**src/rtl/jk_bank_pkg.sv**
```systemverilog
// Shared encodings for the JK bank controller: command opcodes and FSM states.
package jk_bank_pkg;

  typedef enum logic [1:0] {
    OP_LOAD   = 2'b00,
    OP_SET    = 2'b01,
    OP_CLEAR  = 2'b10,
    OP_TOGGLE = 2'b11
  } op_e;

  typedef enum logic [1:0] {
    ST_IDLE   = 2'd0,
    ST_DRIVE  = 2'd1,
    ST_SETTLE = 2'd2
  } state_e;

endpackage

```
**src/rtl/jk_bank_ctrl_if.sv**
```systemverilog
// Command handshake between a requester (master) and the JK bank controller (slave).
interface jk_bank_ctrl_if #(
  parameter int WIDTH = 4
) ();

  logic             cmd_valid;
  logic             cmd_ready;
  logic [1:0]       cmd_op;
  logic [WIDTH-1:0] cmd_data;

  modport master (
    output cmd_valid,
    output cmd_op,
    output cmd_data,
    input  cmd_ready
  );

  modport slave (
    input  cmd_valid,
    input  cmd_op,
    input  cmd_data,
    output cmd_ready
  );

endinterface

```
**src/rtl/jk_bank_decode.sv**
```systemverilog
// Combinational translation of a command into per-bit J/K drive and the Q value
// the bank should hold once it has sampled that drive.
module jk_bank_decode
  import jk_bank_pkg::*;
#(
  parameter int WIDTH = 4
) (
  input  op_e              op,
  input  logic [WIDTH-1:0] data,
  input  logic [WIDTH-1:0] q,
  output logic [WIDTH-1:0] j,
  output logic [WIDTH-1:0] k,
  output logic [WIDTH-1:0] expected
);

  always_comb begin
    j        = '0;
    k        = '0;
    expected = q;
    unique case (op)
      OP_LOAD: begin
        j        = data;
        k        = ~data;
        expected = data;
      end
      OP_SET: begin
        j        = data;
        expected = q | data;
      end
      OP_CLEAR: begin
        k        = data;
        expected = q & ~data;
      end
      OP_TOGGLE: begin
        j        = data;
        k        = data;
        expected = q ^ data;
      end
    endcase
  end

endmodule

```
**src/rtl/jk_bank_ctrl.sv**
```systemverilog
// Sequencer that drives a JK bank for one cycle per command, then reports completion.
// Optional Q-readback checker enabled by defining JK_BANK_CHECK_EN.
module jk_bank_ctrl
  import jk_bank_pkg::*;
#(
  parameter int WIDTH = 4,
  parameter int CNT_W = 8
) (
  input  logic             clk,
  input  logic             rst,
  jk_bank_ctrl_if.slave    cmd,
  output logic [WIDTH-1:0] jk_j,
  output logic [WIDTH-1:0] jk_k,
  input  logic [WIDTH-1:0] jk_q,
  output logic             done,
  output logic [CNT_W-1:0] cmd_count,
  output logic             err
);

  state_e           state_q, state_d;
  logic [WIDTH-1:0] j_q, k_q;
  logic             done_q;
  logic [CNT_W-1:0] cnt_q;
  logic [WIDTH-1:0] dec_j, dec_k, dec_exp;
  logic             accept;

  assign cmd.cmd_ready = (state_q == ST_IDLE) && !rst;
  assign accept        = cmd.cmd_valid && cmd.cmd_ready;

  jk_bank_decode #(.WIDTH(WIDTH)) u_decode (
    .op       (op_e'(cmd.cmd_op)),
    .data     (cmd.cmd_data),
    .q        (jk_q),
    .j        (dec_j),
    .k        (dec_k),
    .expected (dec_exp)
  );

  always_comb begin
    state_d = state_q;
    unique case (state_q)
      ST_IDLE:   if (accept) state_d = ST_DRIVE;
      ST_DRIVE:  state_d = ST_SETTLE;
      ST_SETTLE: state_d = ST_IDLE;
      default:   state_d = ST_IDLE;
    endcase
  end

  // J/K are non-zero only in the single cycle following an accept.
  always_ff @(posedge clk) begin
    if (rst) begin
      state_q <= ST_IDLE;
      j_q     <= '0;
      k_q     <= '0;
      done_q  <= 1'b0;
      cnt_q   <= '0;
    end else begin
      state_q <= state_d;
      j_q     <= accept ? dec_j : '0;
      k_q     <= accept ? dec_k : '0;
      done_q  <= (state_d == ST_SETTLE);
      if (state_q == ST_SETTLE) cnt_q <= cnt_q + 1'b1;
    end
  end

  assign jk_j      = j_q;
  assign jk_k      = k_q;
  assign done      = done_q;
  assign cmd_count = cnt_q;

`ifdef JK_BANK_CHECK_EN
  logic [WIDTH-1:0] exp_q;
  logic             err_q;

  // Expected Q is captured while the bank is idle and stable, compared once it has settled.
  always_ff @(posedge clk) begin
    if (rst) begin
      exp_q <= '0;
      err_q <= 1'b0;
    end else begin
      if (accept) exp_q <= dec_exp;
      if ((state_q == ST_SETTLE) && (jk_q != exp_q)) err_q <= 1'b1;
    end
  end

  assign err = err_q;
`else
  logic unused_dec_exp;
  assign unused_dec_exp = ^dec_exp;
  assign err            = 1'b0;
`endif

endmodule

```
**src/flat_wrapper.sv**
```systemverilog
// flat-port wrapper written by rule: the top's interface ports become plain ports
module jk_bank_ctrl_flat import jk_bank_pkg::*;
#(
  parameter int WIDTH = 4,
  parameter int CNT_W = 8
)
  (clk, rst, jk_j, jk_k, jk_q, done, cmd_count, err, cmd_cmd_valid, cmd_cmd_op, cmd_cmd_data, cmd_cmd_ready);
  jk_bank_ctrl_if #(.WIDTH(WIDTH)) cmd_i ();
  input  logic clk;
  input  logic rst;
  output logic [WIDTH-1:0] jk_j;
  output logic [WIDTH-1:0] jk_k;
  input  logic [WIDTH-1:0] jk_q;
  output logic done;
  output logic [CNT_W-1:0] cmd_count;
  output logic err;
  input wire logic [$bits(cmd_i.cmd_valid)-1:0] cmd_cmd_valid;
  input wire logic [$bits(cmd_i.cmd_op)-1:0] cmd_cmd_op;
  input wire logic [$bits(cmd_i.cmd_data)-1:0] cmd_cmd_data;
  output wire logic [$bits(cmd_i.cmd_ready)-1:0] cmd_cmd_ready;
  assign cmd_i.cmd_valid = cmd_cmd_valid;
  assign cmd_i.cmd_op = cmd_cmd_op;
  assign cmd_i.cmd_data = cmd_cmd_data;
  assign cmd_cmd_ready = cmd_i.cmd_ready;
  jk_bank_ctrl #(.WIDTH(WIDTH), .CNT_W(CNT_W)) u_core (.clk(clk), .rst(rst), .cmd(cmd_i), .jk_j(jk_j), .jk_k(jk_k), .jk_q(jk_q), .done(done), .cmd_count(cmd_count), .err(err));
endmodule
```
**config.mk**
```make
export PLATFORM = sky130hd
export DESIGN_NAME = jk_bank_ctrl_flat
export DESIGN_NICKNAME = d
export VERILOG_FILES = /design/src/rtl/jk_bank_pkg.sv /design/src/rtl/jk_bank_ctrl_if.sv /design/src/rtl/jk_bank_decode.sv /design/src/rtl/jk_bank_ctrl.sv /design/src/flat_wrapper.sv
export SDC_FILE = /design/constraint.sdc
export NUM_CORES = 1
export LEC_CHECK = 0
export ABC_AREA = 0
export CAP_MARGIN = 10
export CORE_MARGIN = 5
export CORE_UTILIZATION = 39
export DETAILED_ROUTE_END_ITERATION = 10
export PLACE_DENSITY = 0.76
export SLEW_MARGIN = 10
export SYNTH_ARGS = -nofsm -noshare
export SYNTH_HDL_FRONTEND = slang
export SYNTH_SLANG_ARGS = --single-unit
export TNS_END_PERCENT = 30
```
**constraint.sdc**
```tcl
create_clock -name clk -period 1.64 [get_ports clk]
set_input_delay 0.246 -clock clk [delete_from_list [all_inputs] [get_ports clk]]
set_output_delay 0.246 -clock clk [all_outputs]
set_load 0.03 [all_outputs]
```
==> flow_summary.yaml <==
clocking:
  post_cts_buffers: 0
  cts-root-buf: "clkbuf_4"
  clockBufferDepth: 2
  cts_tree: "built"
  cts_buffers: 3
  cts_resized: 5
  cts-htree-levels: 1
  cts-hold-fix-buffers: 0
  clock_latency_ns: 0.29
  path_clk_slew_ns: 0.10
  clkSinkCount: 18
drt:
  via_count: 625
  routed_wl_um: 1410
  ant_nets: 0
  wl_per_cell_um: 10.9
  dr.pass1.iters: 2
  routed_via_density: 4.84
  route.detailed.drc: 0
  drt_iter0_drc: 2
setup_path:
  cp_max_fo: 1
  path_buf_inv: 1
  cpPeakStageDelay_ns: 0.67
  worstPathArrival_ns: 1.28
  end_kind: "output pin"
  slowest_stage: "clkdlybuf4s50_1"
  rr_endpoint: "u_core.cmd_count[5]"
  crit_type: "reg -> out"
  path_delay_family: "buffers and inverters"
  r2r_cells: 3
  path_cells: "clkdlybuf4s50_1"
  timing.rr.start: "u_core.state_q[1]"
  reg2reg_setup_slack_ns: 0.22
  start_kind: "register"
  critPathRequiredTime_ns: 1.39
synth:
  ys_warn_count: 0
  ys_async_sr_fraction_pct: 0
  yosys-top-cells-area: "dfxtp_1 51%, a21oi_1 6.4%, nor2_1 3.7%, and2_1 3.5%, nor3_1 3.5%"
  yosysUniqueCellTypes: 27
  ys_seq_area_share_pct: 51.1
  ys_seq_elements: 18
  synth.most_common_cell: "dfxtp_1"
  syn_inst: 76
  syn_nets: 90
  synth_top_area_share_pct: 51.1
  synth-edff-count: 0
  syn-cell-area_sq_um: 706
  synth_area_per_cell_sq_um: 9.29
  ys_top_cells_by_count: "18 x dfxtp_1, 9 x a21oi_1, 7 x nor2_1"
  synth_ff_type: "dfxtp_1"
  yosysTopAreaCell: "dfxtp_1"
global_route:
  grt_pass1_wl_um: 2390
  grt_max_degree: 11
  antenna_found_initial: 0
  overflow: 0
  grt_pass1_vias: 582
  grt_usage_pct: 11.7
sta:
  fin_skew_ns: 0.00617
  rsz0062_at_grt: "no"
  fin_crit_ns: 1.53
  fmax_mhz: 655
  hold_violations: 0
  maxSlewViolCount: 0
  setup_violations: 0
  fin_crit_sh_pct: 93.0
  tns_ns: 0
hold_path:
  hp-start: "u_core.cmd_count[7]"
  hp-class: "reg -> reg"
  holdPathEnd: "u_core.cmd_count[7]"
  worst_hold_path.num_cells: 2
floorplan:
  rows: 15
  io-pin-count: 32
  core_area_sq_um: 1730
  initial_core_util_pct: 40.9
  die_x_um: 52.5
  die_h_um: 52.5
  floorplan.die_area_sq_um: 2760
cells_and_area:
  syn2layout_area_growth_pct: 45.9
  final_core_util_pct: 59.6
  n_antenna_cell: 0
  finalNetCount: 119
  final_layout_size_suffix_gt1_share_pct: 7.69
flow_run:
  drv_cap: 0
run_status:
  status: "finished clean"
place:
  post-dp-hpwl_um: 1120
  place_congestion: 0.698
  port_buffers: 26
power:
  peakVddDrop_uv: 671
  p_total_uw: 826
  p_per_area_nw_per_um2: 803
  p_leak_uw: 0.000470
[per-stage QoR]
stage | hold slack [ns] | instance area (sq um) | setup slack [ns] | instances
3_3_place_gp | 0.457 | 990 | 0.0820 | 125
3_5_place_dp | 0.471 | 990 | 0.0679 | 125
6_report | 0.485 | 1030 | 0.114 | 129
2_1_floorplan | 0.368 | 706 | 0.143 | 76
4_1_cts | 0.488 | 1020 | 0.00921 | 129
5_1_grt | 0.507 | 1030 | 0.0403 | 129
[worst min-delay path: cells and delay by family, from the launching register on]
family,cells,cell delay [ns]
AO/OA/AOI/OAI,2,0.11
flip-flops,1,0.33
[where the power goes]
group | total (uW) | internal [uW] | switching, uW
sequential | 455 | 448 | 7.06
clock | 266 | 135 | 131
combinational | 105 | 49.5 | 56.0
total | 826 | 632 | 194
[kinds of logic (layout without fill, tap and decap cells)]
| group | after synthesis | after routing | synth area share (%) |
|---|---|---|---|
| and+or+nand+nor | 30 | 30 | 24.8 |
| muxes | 1 | 1 | 1.42 |
| DFF | 18 | 18 | 51.1 |
| AOI/OAI and AO/OA | 15 | 15 | 12.9 |
| buffers and inverters | 8 | 36 | 4.96 |
| other | 1 | 1 | 0.531 |
| adders and majority gates | 1 | 1 | 1.77 |
| xor gates and xnor gates | 2 | 2 | 2.48 |
[cell usage in the layout, fill, tap and decap left out, types with 2 or more instances in the layout]
master and count:
nand4b_1 2, or3_1 3, o31ai_1 2, inv_1 4, and2_1 4, buf_4 3, dfxtp_1 18, a21oi_1 9
dlygate4sd2_1 5, nor2_1 7, nor3_1 5, clkdlybuf4s50_1 16, o21ai_0 3, or4_1 2, dlymetal6s2s_1 4, clkbuf_4 3
[how the worst max path moves through the flow]
stage,from,cells after the start,slack [ns],end
final,u_core.jk_j[1],1,0.11,jk_j[1]
after detailed placement,rst,4,0.07,u_core.jk_j[1]
after global routing,u_core.jk_j[0],1,0.04,jk_j[0]
after CTS,u_core.cmd_count[5],1,0.009,cmd_count[5]
after floorplan,u_core.state_q[1],3,0.14,u_core.cmd_count[7]
after global placement,rst,4,0.08,u_core.jk_j[2]
[state kept, by name (all words and copies together) (netlist names)]
| signal | flops |
|---|---|
| u_core.cmd_count | 8 |
| u_core.jk_j | 4 |
| u_core.jk_k | 4 |
| u_core.state_q | 2 |
[routing by layer]
metal	global-route usage (%)	part of all wire [%]
met5	0	0
met1	12.0	41
met4	5.11	0
met2	20.2	48
met3	5.13	11
[layout make-up]
type                            instances  area, sq um
Sequential cell                        18          360
Tap cell                               25         31.3
Timing Repair Buffer                   28          277
Fill cell                             167          697
Inverter                                4         15.0
Clock buffer                            4         36.3
Multi-Input combinational cell         50          310
No activity file was read; power rests on OpenSTA's default activity.
